**src/rtl/hazard_stall_ctrl_if.sv**
```systemverilog
// rtl/hazard_stall_ctrl_if.sv - instruction/data memory handshake bundle seen by the stall controller
interface hazard_stall_ctrl_if;
   logic imem_read;
   logic imem_resp;
   logic dmem_read;
   logic dmem_write;
   logic dmem_resp;
   logic imem_hold;

   // Pipeline / memory side: raises requests and responses, observes the fetch hold.
   modport master (
      output imem_read,
      output imem_resp,
      output dmem_read,
      output dmem_write,
      output dmem_resp,
      input  imem_hold
   );

   // Controller side.
   modport slave (
      input  imem_read,
      input  imem_resp,
      input  dmem_read,
      input  dmem_write,
      input  dmem_resp,
      output imem_hold
   );
endinterface

```
**src/rtl/hazard_stall_ctrl.sv**
```systemverilog
// rtl/hazard_stall_ctrl.sv - pipeline load/bubble/flush control with memory stall watchdog; HAZARD_PERF_EN adds perf counters
module hazard_stall_ctrl #(
   parameter int TIMEOUT = 1024
) (
   input  logic                clk,
   input  logic                rst,
   hazard_stall_ctrl_if.slave  mem,
   input  logic [4:0]          id_rs1,
   input  logic [4:0]          id_rs2,
   input  logic                id_uses_rs1,
   input  logic                id_uses_rs2,
   input  logic [4:0]          ex_rd,
   input  logic                ex_mem_read,
   input  logic                ex_br_taken,
   output logic                load_pc,
   output logic                load_if_id,
   output logic                load_id_ex,
   output logic                load_ex_mem,
   output logic                load_mem_wb,
   output logic                bubble_control,
   output logic                flush_if_id,
   output logic                stall_timeout
`ifdef HAZARD_PERF_EN
   ,
   output logic [31:0]         perf_stall_cycles,
   output logic [31:0]         perf_bubbles
`endif
);
   localparam int CNT_W = $clog2(TIMEOUT + 1);

   localparam logic [0:0] RUN     = 1'b0;
   localparam logic [0:0] MEMWAIT = 1'b1;

   logic [0:0]       state;
   logic [0:0]       state_nxt;
   logic             imem_seen;
   logic             dmem_seen;
   logic [CNT_W-1:0] stall_cnt;

   logic             dmem_req;
   logic             ipend;
   logic             dpend;
   logic             stall;
   logic             hazard;
   logic [4:0]       loads;

   // A response already captured during the stall no longer counts as pending.
   assign dmem_req = mem.dmem_read | mem.dmem_write;
   assign ipend    = mem.imem_read & ~mem.imem_resp & ~imem_seen;
   assign dpend    = dmem_req & ~mem.dmem_resp & ~dmem_seen;
   assign stall    = ipend | dpend;

   assign hazard = ex_mem_read & (ex_rd != 5'd0) &
                   ((id_uses_rs1 & (id_rs1 == ex_rd)) | (id_uses_rs2 & (id_rs2 == ex_rd)));

   // Stage enables by priority: memory stall freezes all, then branch squash, then load-use bubble.
   always_comb begin
      loads          = 5'b00000;
      bubble_control = 1'b0;
      flush_if_id    = 1'b0;
      if (rst && !stall) begin
         if (ex_br_taken) begin
            loads          = 5'b11111;
            bubble_control = 1'b1;
            flush_if_id    = 1'b1;
         end else if (hazard) begin
            loads          = 5'b00111;
            bubble_control = 1'b1;
         end else begin
            loads          = 5'b11111;
         end
      end
   end

   assign {load_pc, load_if_id, load_id_ex, load_ex_mem, load_mem_wb} = loads;
   assign mem.imem_hold = imem_seen;

   // Next FSM state: sit in MEMWAIT for as long as any memory is pending.
   always_comb begin
      state_nxt = state;
      case (state)
         RUN:     if (stall)  state_nxt = MEMWAIT;
         MEMWAIT: if (!stall) state_nxt = RUN;
         default: state_nxt = RUN;
      endcase
   end

   // FSM, response-seen flags, stall counter and sticky watchdog.
   always_ff @(posedge clk or negedge rst) begin
      if (!rst) begin
         state         <= RUN;
         imem_seen     <= 1'b0;
         dmem_seen     <= 1'b0;
         stall_cnt     <= '0;
         stall_timeout <= 1'b0;
      end else begin
         state <= state_nxt;
         if (stall) begin
            if (mem.imem_read & mem.imem_resp) imem_seen <= 1'b1;
            if (dmem_req & mem.dmem_resp)      dmem_seen <= 1'b1;
            if (stall_cnt != {CNT_W{1'b1}})    stall_cnt <= stall_cnt + 1'b1;
            if (stall_cnt == CNT_W'(TIMEOUT - 1)) stall_timeout <= 1'b1;
         end else begin
            imem_seen <= 1'b0;
            dmem_seen <= 1'b0;
            stall_cnt <= '0;
         end
      end
   end

`ifdef HAZARD_PERF_EN
   // Free-running wrap-around counts of stalled cycles and inserted bubbles.
   always_ff @(posedge clk or negedge rst) begin
      if (!rst) begin
         perf_stall_cycles <= 32'd0;
         perf_bubbles      <= 32'd0;
      end else begin
         if (stall)                   perf_stall_cycles <= perf_stall_cycles + 32'd1;
         if (!stall && bubble_control) perf_bubbles     <= perf_bubbles + 32'd1;
      end
   end
`endif
endmodule

```
**src/flat_wrapper.sv**
```systemverilog
// flat-port wrapper written by rule: the top's interface ports become plain ports
module hazard_stall_ctrl_flat 
#(
   parameter int TIMEOUT = 1024
)
  (clk, rst, id_rs1, id_rs2, id_uses_rs1, id_uses_rs2, ex_rd, ex_mem_read, ex_br_taken, load_pc, load_if_id, load_id_ex, load_ex_mem, load_mem_wb, bubble_control, flush_if_id, stall_timeout, mem_imem_read, mem_imem_resp, mem_dmem_read, mem_dmem_write, mem_dmem_resp, mem_imem_hold);
  hazard_stall_ctrl_if mem_i ();
  input  logic clk;
  input  logic rst;
  input  logic [4:0] id_rs1;
  input  logic [4:0] id_rs2;
  input  logic id_uses_rs1;
  input  logic id_uses_rs2;
  input  logic [4:0] ex_rd;
  input  logic ex_mem_read;
  input  logic ex_br_taken;
  output logic load_pc;
  output logic load_if_id;
  output logic load_id_ex;
  output logic load_ex_mem;
  output logic load_mem_wb;
  output logic bubble_control;
  output logic flush_if_id;
  output logic stall_timeout;
  input wire logic [$bits(mem_i.imem_read)-1:0] mem_imem_read;
  input wire logic [$bits(mem_i.imem_resp)-1:0] mem_imem_resp;
  input wire logic [$bits(mem_i.dmem_read)-1:0] mem_dmem_read;
  input wire logic [$bits(mem_i.dmem_write)-1:0] mem_dmem_write;
  input wire logic [$bits(mem_i.dmem_resp)-1:0] mem_dmem_resp;
  output wire logic [$bits(mem_i.imem_hold)-1:0] mem_imem_hold;
  assign mem_i.imem_read = mem_imem_read;
  assign mem_i.imem_resp = mem_imem_resp;
  assign mem_i.dmem_read = mem_dmem_read;
  assign mem_i.dmem_write = mem_dmem_write;
  assign mem_i.dmem_resp = mem_dmem_resp;
  assign mem_imem_hold = mem_i.imem_hold;
  hazard_stall_ctrl #(.TIMEOUT(TIMEOUT)) u_core (.clk(clk), .rst(rst), .mem(mem_i), .id_rs1(id_rs1), .id_rs2(id_rs2), .id_uses_rs1(id_uses_rs1), .id_uses_rs2(id_uses_rs2), .ex_rd(ex_rd), .ex_mem_read(ex_mem_read), .ex_br_taken(ex_br_taken), .load_pc(load_pc), .load_if_id(load_if_id), .load_id_ex(load_id_ex), .load_ex_mem(load_ex_mem), .load_mem_wb(load_mem_wb), .bubble_control(bubble_control), .flush_if_id(flush_if_id), .stall_timeout(stall_timeout));
endmodule
```
**config.mk**
```make
export PLATFORM = sky130hd
export DESIGN_NAME = hazard_stall_ctrl_flat
export DESIGN_NICKNAME = d
export VERILOG_FILES = /design/src/rtl/hazard_stall_ctrl_if.sv /design/src/rtl/hazard_stall_ctrl.sv /design/src/flat_wrapper.sv
export SDC_FILE = /design/constraint.sdc
export NUM_CORES = 1
export LEC_CHECK = 0
export BUFFER_PORTS_ARGS = -buffer_cell sky130_fd_sc_hd__clkbuf_2
export CAP_MARGIN = 20
export CELL_PAD_IN_SITES_DETAIL_PLACEMENT = 1
export CELL_PAD_IN_SITES_GLOBAL_PLACEMENT = 2
export CORE_UTILIZATION = 29
export CTS_BUF_LIST = sky130_fd_sc_hd__clkbuf_4 sky130_fd_sc_hd__clkbuf_8
export DETAILED_ROUTE_END_ITERATION = 8
export GPL_TIMING_DRIVEN = 0
export HOLD_SLACK_MARGIN = 0.08
export PLACE_DENSITY_LB_ADDON = 0.1
export SYNTH_ARGS = -nofsm -noshare
export SYNTH_HDL_FRONTEND = slang
export SYNTH_SLANG_ARGS = --single-unit
```
**constraint.sdc**
```tcl
create_clock -name clk -period 2 [get_ports clk]
set_input_delay 0.2 -clock clk [delete_from_list [all_inputs] [get_ports clk]]
set_output_delay 0.2 -clock clk [all_outputs]
set_load 0.005 [all_outputs]
```
[Word level (Yosys, flattened, before mapping)]
Cells that the tools add are included.
Operators by class
  $add $sub $neg: 1
  $mul: 0
  div/mod/pow operators: 0
  order comparisons: 0
  eq/ne operators: 7
  shifts and indexed selects: 0
  multiplexer cells: 14
  bitwise operators: 17
  reductions and logical operators: 4
Operators by type and width (number)
  2-to-1 mux 11 bit: 2
  2-to-1 mux 5 bit: 3
  adder 11 x 1 -> 11 bit (second input constant): 1
  equality test 11 x 10 -> 1 bit (second input constant): 1
  != test 11 bit (second input constant): 1
  AND 1 bit: 10
  equality test 5 bit: 2
  2-to-1 mux 1 bit: 9
  != test 2 bit (second input constant): 3
  nonzero test 5 bit: 1
  NOT 1 bit: 4
  bitwise OR 1 bit: 3
  AND reduction 2 bit: 1
  logical AND 1 bit: 1
  logical NOT 1 bit: 1
Storage, ports and cells
  flip-flop bits (word level): 14
  bits in latches: 0
  bits in writable memories: 0
  memory bits (read-only): 0
  input port bits: 26
  output and inout bits: 9
  word-level logic and storage cells: 47
  memories kept: 0

[Depth between registers and ports, before layout]
Gate-level depths: netlist (run 1).
  depth in word-level cells: 7
  mapped depth: 5
  mapped depth without buffers: 5

[Worst setup path before layout (run 1)]
No wires, ideal clock.
  path type: reg-to-output
  from: register u_core.imem_seen, in the netlist u_core.mem.imem_hold
  to: output port load_pc
  arrival time: 1373 ps
  data required time: 1800 ps
  slack: 427 ps
  stages on the path, launching flop included: 6
  buffers on the path: 1
  cell sequence: dfrtp_1 or3b_1 o31a_1 and2_1 o31a_1 buf_4
On the way
  longest elaborated chain between the ends: 6
Ends and longest elaborated chain
  start, declared: line hazard_stall_ctrl.sv:36  | logic imem_seen;
  start signal, assigned: line hazard_stall_ctrl.sv:92  | imem_seen <= 1'b0;
  start signal, assigned: line hazard_stall_ctrl.sv:99  | if (mem.imem_read & mem.imem_resp) imem_seen <= 1'b1;
  start signal, assigned: line hazard_stall_ctrl.sv:104  | imem_seen <= 1'b0;
  NOT 1 bit: line hazard_stall_ctrl.sv:49  | assign ipend = mem.imem_read & ~mem.imem_resp & ~imem_seen;
  AND 1 bit: line hazard_stall_ctrl.sv:49
  bitwise OR 1 bit: line hazard_stall_ctrl.sv:51  | assign stall = ipend | dpend;
  logical NOT 1 bit: line hazard_stall_ctrl.sv:61  | if (rst && !stall) begin
  logical AND 1 bit: line hazard_stall_ctrl.sv:61
  2-to-1 mux 5 bit: line hazard_stall_ctrl.sv:61
  end, declared: line flat_wrapper.sv:17  | output logic load_pc;
Every way passes these cells.

[Worst setup path after layout (run 1)]
  from: register u_core.imem_seen, in the netlist u_core.mem.imem_hold
  to: output port bubble_control
On the way
  longest elaborated chain between the ends: 6
Ends and longest elaborated chain
  NOT 1 bit: line hazard_stall_ctrl.sv:49
  AND 1 bit: line hazard_stall_ctrl.sv:49
  bitwise OR 1 bit: line hazard_stall_ctrl.sv:51
  logical NOT 1 bit: line hazard_stall_ctrl.sv:61
  logical AND 1 bit: line hazard_stall_ctrl.sv:61
  2-to-1 mux 1 bit: line hazard_stall_ctrl.sv:61
  end, declared: line flat_wrapper.sv:22  | output logic bubble_control;
Every way passes these cells.

==> out/metrics.csv, run 1 <==
metric,value,unit
nNetsFinal,167,
hold_viol,0,
yosys_warnings,0,
worst_path_largest_cell_delay,0.41,ns
drt-initial-drc-count,21,
cts_tree,yes,
critPathTopFamily,simple AND/OR/NAND/NOR gates,
gr-total-overflow,0,
worstSetupEndpointType,output pin,
fillers,364,
status,"complete, no violations",
core,0.00303,sq mm
clock-sinks,14,
arrival,1.69,ns
path_cells,"or3b_4, o31a_1, and3_4, o21bai_1, clkbuf_2",
tightest_slew,0.482,ns
post_synth.cell_area_avg,9.34,sq um
multi_input_area,549,sq um
period_share,94.3,%
io_buffers,34,
wl_per_cell,12.5,um
grt_pass1_vias,939,
vias,897,
pwr_density_cell,537,mW/mm^2
final-seq-area,350,sq um
rsz0062_at_grt,false,
synthToLayoutAreaGrowth,31.3,%
drive_above_1_share,38.1,%
drc,0,
dieHeight,58.5,um
grt_max_degree,18,
drt_wl_total,2290,um
grt.total_usage,15.4,%
fin_skew,0.000771,ns
drt-met1-wl,1040,um
setup_slack,0.114,ns
numCtsBuffers,3,
relSlewSlack,67.6,%
dp.final_hpwl,1790,um
first_pass_iters,4,
ir_worst_vdd,0.341,mV
ys_types,37,
final_max_slew_viol_count,0,
met2RoutedLength,1110,um
clkSlewWorstSetupHoldPaths,0.09,ns
gp_congestion,0.707,
crit_fanout,3,
syn_area,925,sq um
hold_ws,0.119,ns
period_needed,1.89,ns
grt_pass1_wl,3960,um
layout_commonest_cell,clkbuf_2,
start_util,30.5,%
antenna_found_initial,0,
avgViaCountPerCell,4.90,
cp_num_buf_inv,1,
yosysSeqAreaShare,37.9,%
synth_seq_cells,14,
finalSetupTns,0,ns
p_leak,0.586,nW
insertion_delay,0.28,ns
detail-route-antenna-nets,0,
antenna_cells,0,
cap_violations,0,
maxUsedRoutingLayer,met4,
cts_max_level,1,
slowest_stage,or3b_4,
min_path_type,in2reg,
pin_count,35,
synth_nets,126,
wl_met3,121,um
fp.dieW,58.5,um
finalSetupViolCount,0,
cts_root_buf,clkbuf_4,
critPathRequiredTime,1.80,ns
rows,20,
synth_cells,99,
fmax,530,MHz
dp_slack,0.246,ns
die_area,0.00342,sq mm
worstSetupPathType,reg2out,
final_cell_mix,"clkbuf_2 (33), dfrtp_1 (14), xor2_1 (11)",
worstSetupStartpointType,flip-flop,
clock_path_buffers,2,
## cell usage after synthesis, drive strengths merged
cell type	instances	area share, %
or3b	1	0.95
nand2	7	2.8
o21bai	1	0.81
nor2	9	3.9
a32oi	1	0.95
and4	1	1.1
dfrtp	14	38
or4	1	0.81
a21o	1	0.81
mux2i	3	3.2
a41oi	1	0.95
o31a	2	1.9
xor2	11	10
and2	5	3.5
ha	1	1.4
o21a	1	0.81
o311ai	1	0.95
xnor2	2	1.9
o31ai	2	1.6
nor3	1	0.54
nand3	5	2.7
inv	2	0.81
o2111ai	1	0.95
a21oi	6	3.2
and3	1	0.68
nor4	4	4.3
nand4	2	2.0
or3	3	2.3
buf	4	3.0
o21ai	5	2.7
## metrics by stage
stage	util [%]	total power [mW]	instance area (sq um)	cells
5_1_grt	40.1	0.691	1210	183
3_3_place_gp	38.0	0.435	1150	177
2_1_floorplan	-	0.375	925	99
3_5_place_dp	38.0	0.439	1150	177
6_report	40.1	0.652	1210	183
4_1_cts	39.9	0.665	1210	183
## layout make-up
| type | instances | area share, % |
|---|---|---|
| Timing Repair Buffer | 37 | 16.1 |
| Clock buffer | 4 | 2.99 |
| Buffer | 3 | 1.65 |
| Sequential cell | 14 | 28.9 |
| Tap cell | 44 | 4.54 |
| Multi-Input combinational cell | 79 | 45.3 |
| Inverter | 2 | 0.619 |
## what timing repair did
| item | 4_1_cts | 5_1_grt |
|---|---|---|
| pin swaps | 0 | 1 |
| cloned | 0 | 0 |
| resized for setup | 2 | 2 |
| endpoints found under the hold margin | 14 | 0 |
| endpoints found under the setup margin | 1 | 2 |
| hold buffers | 1 | 0 |
| setup buffers | 1 | 1 |
## worst paths after layout
check	slack, ns	startpoint	cells past startpoint	endpoint
worst max-delay path	0.11	u_core.mem.imem_hold	5	bubble_control
worst min-delay path	0.12	mem_dmem_resp	2	u_core.mem.imem_hold
worst max register to register	0.27	u_core.stall_cnt[0]	5	u_core.stall_cnt[1]
worst min register to register	0.47	u_core.stall_timeout	1	u_core.stall_timeout
max in group asynchronous	1.36	rst	2	u_core.stall_cnt[7]
min in group asynchronous	0.36	rst	2	u_core.stall_cnt[4]
## report_power, final
part	total, mW	internal, mW	leakage (nW)	switching, mW
clock	0.213	0.111	0.0210	0.102
sequential	0.303	0.293	0.192	0.00960
combinational	0.137	0.0685	0.373	0.0681
total	0.652	0.472	0.586	0.180
## state kept, by name, indices dropped and copies added, names as in the netlist
| name | cells |
|---|---|
| u_core.dmem_seen | 1 |
| u_core.mem.imem_hold | 1 |
| u_core.stall_cnt | 11 |
| u_core.stall_timeout | 1 |
## logic make-up after synthesis
group	synth area share, %
simple gates	25.7
mux	3.25
compound gates	15.7
fa+ha+maj	1.35
buf+inv	3.79
xor+xnor	12.3
flops	37.9
## layer usage
metal	vias to the layer above	global-route usage [%]
met1	425	18.1
met5	-	0
met4	0	7.14
li1	440	-
met3	2	1.32
met2	30	28.2
Note: power is estimated with default switching activity, not from simulation.
==> run 2, diff against run 1 <==
Settings changed: CORE_ASPECT_RATIO set to 1.25.
==> run 2 against run 1 <==
Net effect: worst setup slack worse by 0.030 ns; routed wire length up 1.6%; sequential cell count unchanged; register-to-register slack about the same; first-iteration DRC count down 76%; via count up 2.2%.
==> out/metrics.csv, run 2 (synthesized netlist as in run 1, its figures left out) <==
metric,value,unit,change
final_max_slew_viol_count,0,,unchanged
ir_worst_vdd,0.356,mV,+4.3%
die_area,0.00342,sq mm,about the same
p_leak,0.589,nW,+0.44%
dp.final_hpwl,1820,um,+1.7%
slowest_stage,or3b_4,,
core,0.00297,sq mm,-1.8%
worstSetupEndpointType,output pin,,
combPwrFrac,20.9,%,about the same
start_util,31.1,%,+0.57 points
rows,22,,+10%
worstSetupStartpointType,flip-flop,,
finalSetupViolCount,0,,unchanged
gr-total-overflow,0,,unchanged
numCtsBuffers,3,,unchanged
drive_above_1_share,37.4,%,-0.72 points
synthToLayoutAreaGrowth,30.3,%,
nNetsFinal,167,,unchanged
fin_skew,0.00677,ns,+0.00600 ns
tightest_slew,0.478,ns,-0.00461 ns
antenna_cells,0,,unchanged
layout_commonest_cell,clkbuf_2,,
min_path_type,in2reg,,
finalPower,0.656,mW,+0.59%
critPathRequiredTime,1.80,ns,about the same
p_int,0.474,mW,+0.40%
insertion_delay,0.30,ns,+0.02 ns
wl_per_cell,13.3,um,+6.3%
cts_root_buf,clkbuf_4,,
fp.dieW,52.5,um,-10%
hold_ws,0.118,ns,-0.000278 ns
hold_viol,0,,unchanged
drc,0,,unchanged
vias,917,,+2.2%
largest_register_ffs,11,,unchanged
first_pass_iters,2,,-2
period_share,95.8,%,+1.5 points
power_frac_seq,46.2,%,-0.2 points
avgViaCountPerCell,5.24,,+6.9%
drt_wl_total,2330,um,+1.6%
relSlewSlack,67.9,%,+0.31 points
cts_tree,yes,,
grt_max_degree,18,,unchanged
p_switching,0.182,mW,+1.1%
pwr_density_cell,545,mW/mm^2,+1.3%
cts_max_level,1,,unchanged
arrival,1.72,ns,+0.03 ns
antenna_found_initial,0,,unchanged
fillers,370,,+1.6%
period_needed,1.92,ns,+0.0296 ns
io_buffers,34,,unchanged
top_register,u_core.stall_cnt,,
gp_congestion,0.768,,+8.5%
path_cells,"or3b_4, o31a_1, and3_1, o21bai_1, clkbuf_2",,
drt-initial-drc-count,5,,-76%
worstSetupPathType,reg2out,,
detail-route-antenna-nets,0,,unchanged
fmax,522,MHz,-1.5%
dieHeight,65.1,um,+11%
grt_pass1_wl,3770,um,-4.9%
finalSetupTns,0,ns,unchanged
crit_fanout,4,,+1
switching_share,27.7,%,+0.14 points
status,"complete, no violations",,
grt.total_usage,14.8,%,-0.61 points
final_cell_mix,"clkbuf_2 (32), dfrtp_1 (14), xor2_1 (11)",,
clkSlewWorstSetupHoldPaths,0.09,ns,about the same
clock-sinks,14,,unchanged
pin_count,35,,unchanged
power_frac_clock,32.9,%,+0.3 points
worst_path_largest_cell_delay,0.41,ns,about the same
cap_violations,0,,unchanged
clock_path_buffers,2,,unchanged
grt_pass1_vias,889,,-5.3%
## run 2: cell types whose count changed in the layout (fill, tap and decap cells not counted), sizes merged
cell,delta
clkbuf,-1
buf,+1
## run 2: layout make-up
type | count | area, sq um | area share [%]
sequential | 14 | 350 | 29.1
inverter | 2 | 7.51 | 0.623
multi-input combinational | 79 | 544 | 45.2
clock buffer | 4 | 36.3 | 3.01
tap | 36 | 45.0 | 3.74
timing repair buffer | 37 | 201 | 16.7
buffer | 3 | 20.0 | 1.66
## run 2: through the flow
step | instance area (sq um) | instances | setup WS, ns | util [%]
floorplan | 925 | 99 | 0.427 | -
global placement | 1140 | 169 | 0.270 | 38.3
detailed placement | 1140 | 169 | 0.268 | 38.3
CTS | 1200 | 176 | 0.0286 | 40.5
global route | 1200 | 175 | -0.00116 | 40.5
finish | 1200 | 175 | 0.0845 | 40.5
## run 2: metal layers
| metal | wire (um) | part of all wire (%) | track usage, % | vias to the layer above |
|---|---|---|---|---|
| li1 | - | - | - | 444 |
| met1 | 971 | 42 | 16.4 | 440 |
| met2 | 1150 | 49 | 26.3 | 28 |
| met3 | 154 | 6.6 | 2.78 | 5 |
| met4 | 49 | 2.1 | 6.91 | 0 |
| met5 | 0 | 0 | 0 | - |
## run 2: final timing paths
| path | to | from | slack [ns] | depth (start not counted) |
|---|---|---|---|---|
| worst min register to register | u_core.stall_timeout | u_core.stall_timeout | 0.46 | 1 |
| worst min-delay path | u_core.mem.imem_hold | mem_dmem_resp | 0.12 | 2 |
| max in group asynchronous | u_core.stall_cnt[6] | rst | 1.39 | 2 |
| worst max-delay path | bubble_control | u_core.mem.imem_hold | 0.08 | 5 |
| min in group asynchronous | u_core.stall_cnt[3] | rst | 0.34 | 2 |
| worst max register to register | u_core.stall_cnt[1] | u_core.stall_cnt[0] | 0.28 | 5 |
## run 2: timing repair
| action | in CTS | in global routing |
|---|---|---|
| pin swaps | 0 | 1 |
| hold buffers | 1 | 0 |
| resized for setup | 1 | 3 |
| hold endpoints to repair | 14 | 0 |
| endpoints found under the setup margin | 1 | 2 |
| buffers inserted | 2 | 0 |
## run 2: worst max-delay path, delay by kind of cell (launching register included)
kind,cells,cell delay [ns]
AOI/OAI and AO/OA,2,0.30
DFF,1,0.40
buffers and inverters,1,0.12
and+or+nand+nor,2,0.61
## run 2: power by group through the flow
| stage | sequential [mW] | clock, mW | combinational, mW |
|---|---|---|---|
| global placement | 0.308 | 0 | 0.127 |
| finish | 0.303 | 0.216 | 0.137 |
| detailed placement | 0.309 | 0 | 0.130 |
| CTS | 0.303 | 0.220 | 0.140 |
| floorplan | 0.307 | 0 | 0.0688 |
| global route | 0.304 | 0.232 | 0.156 |
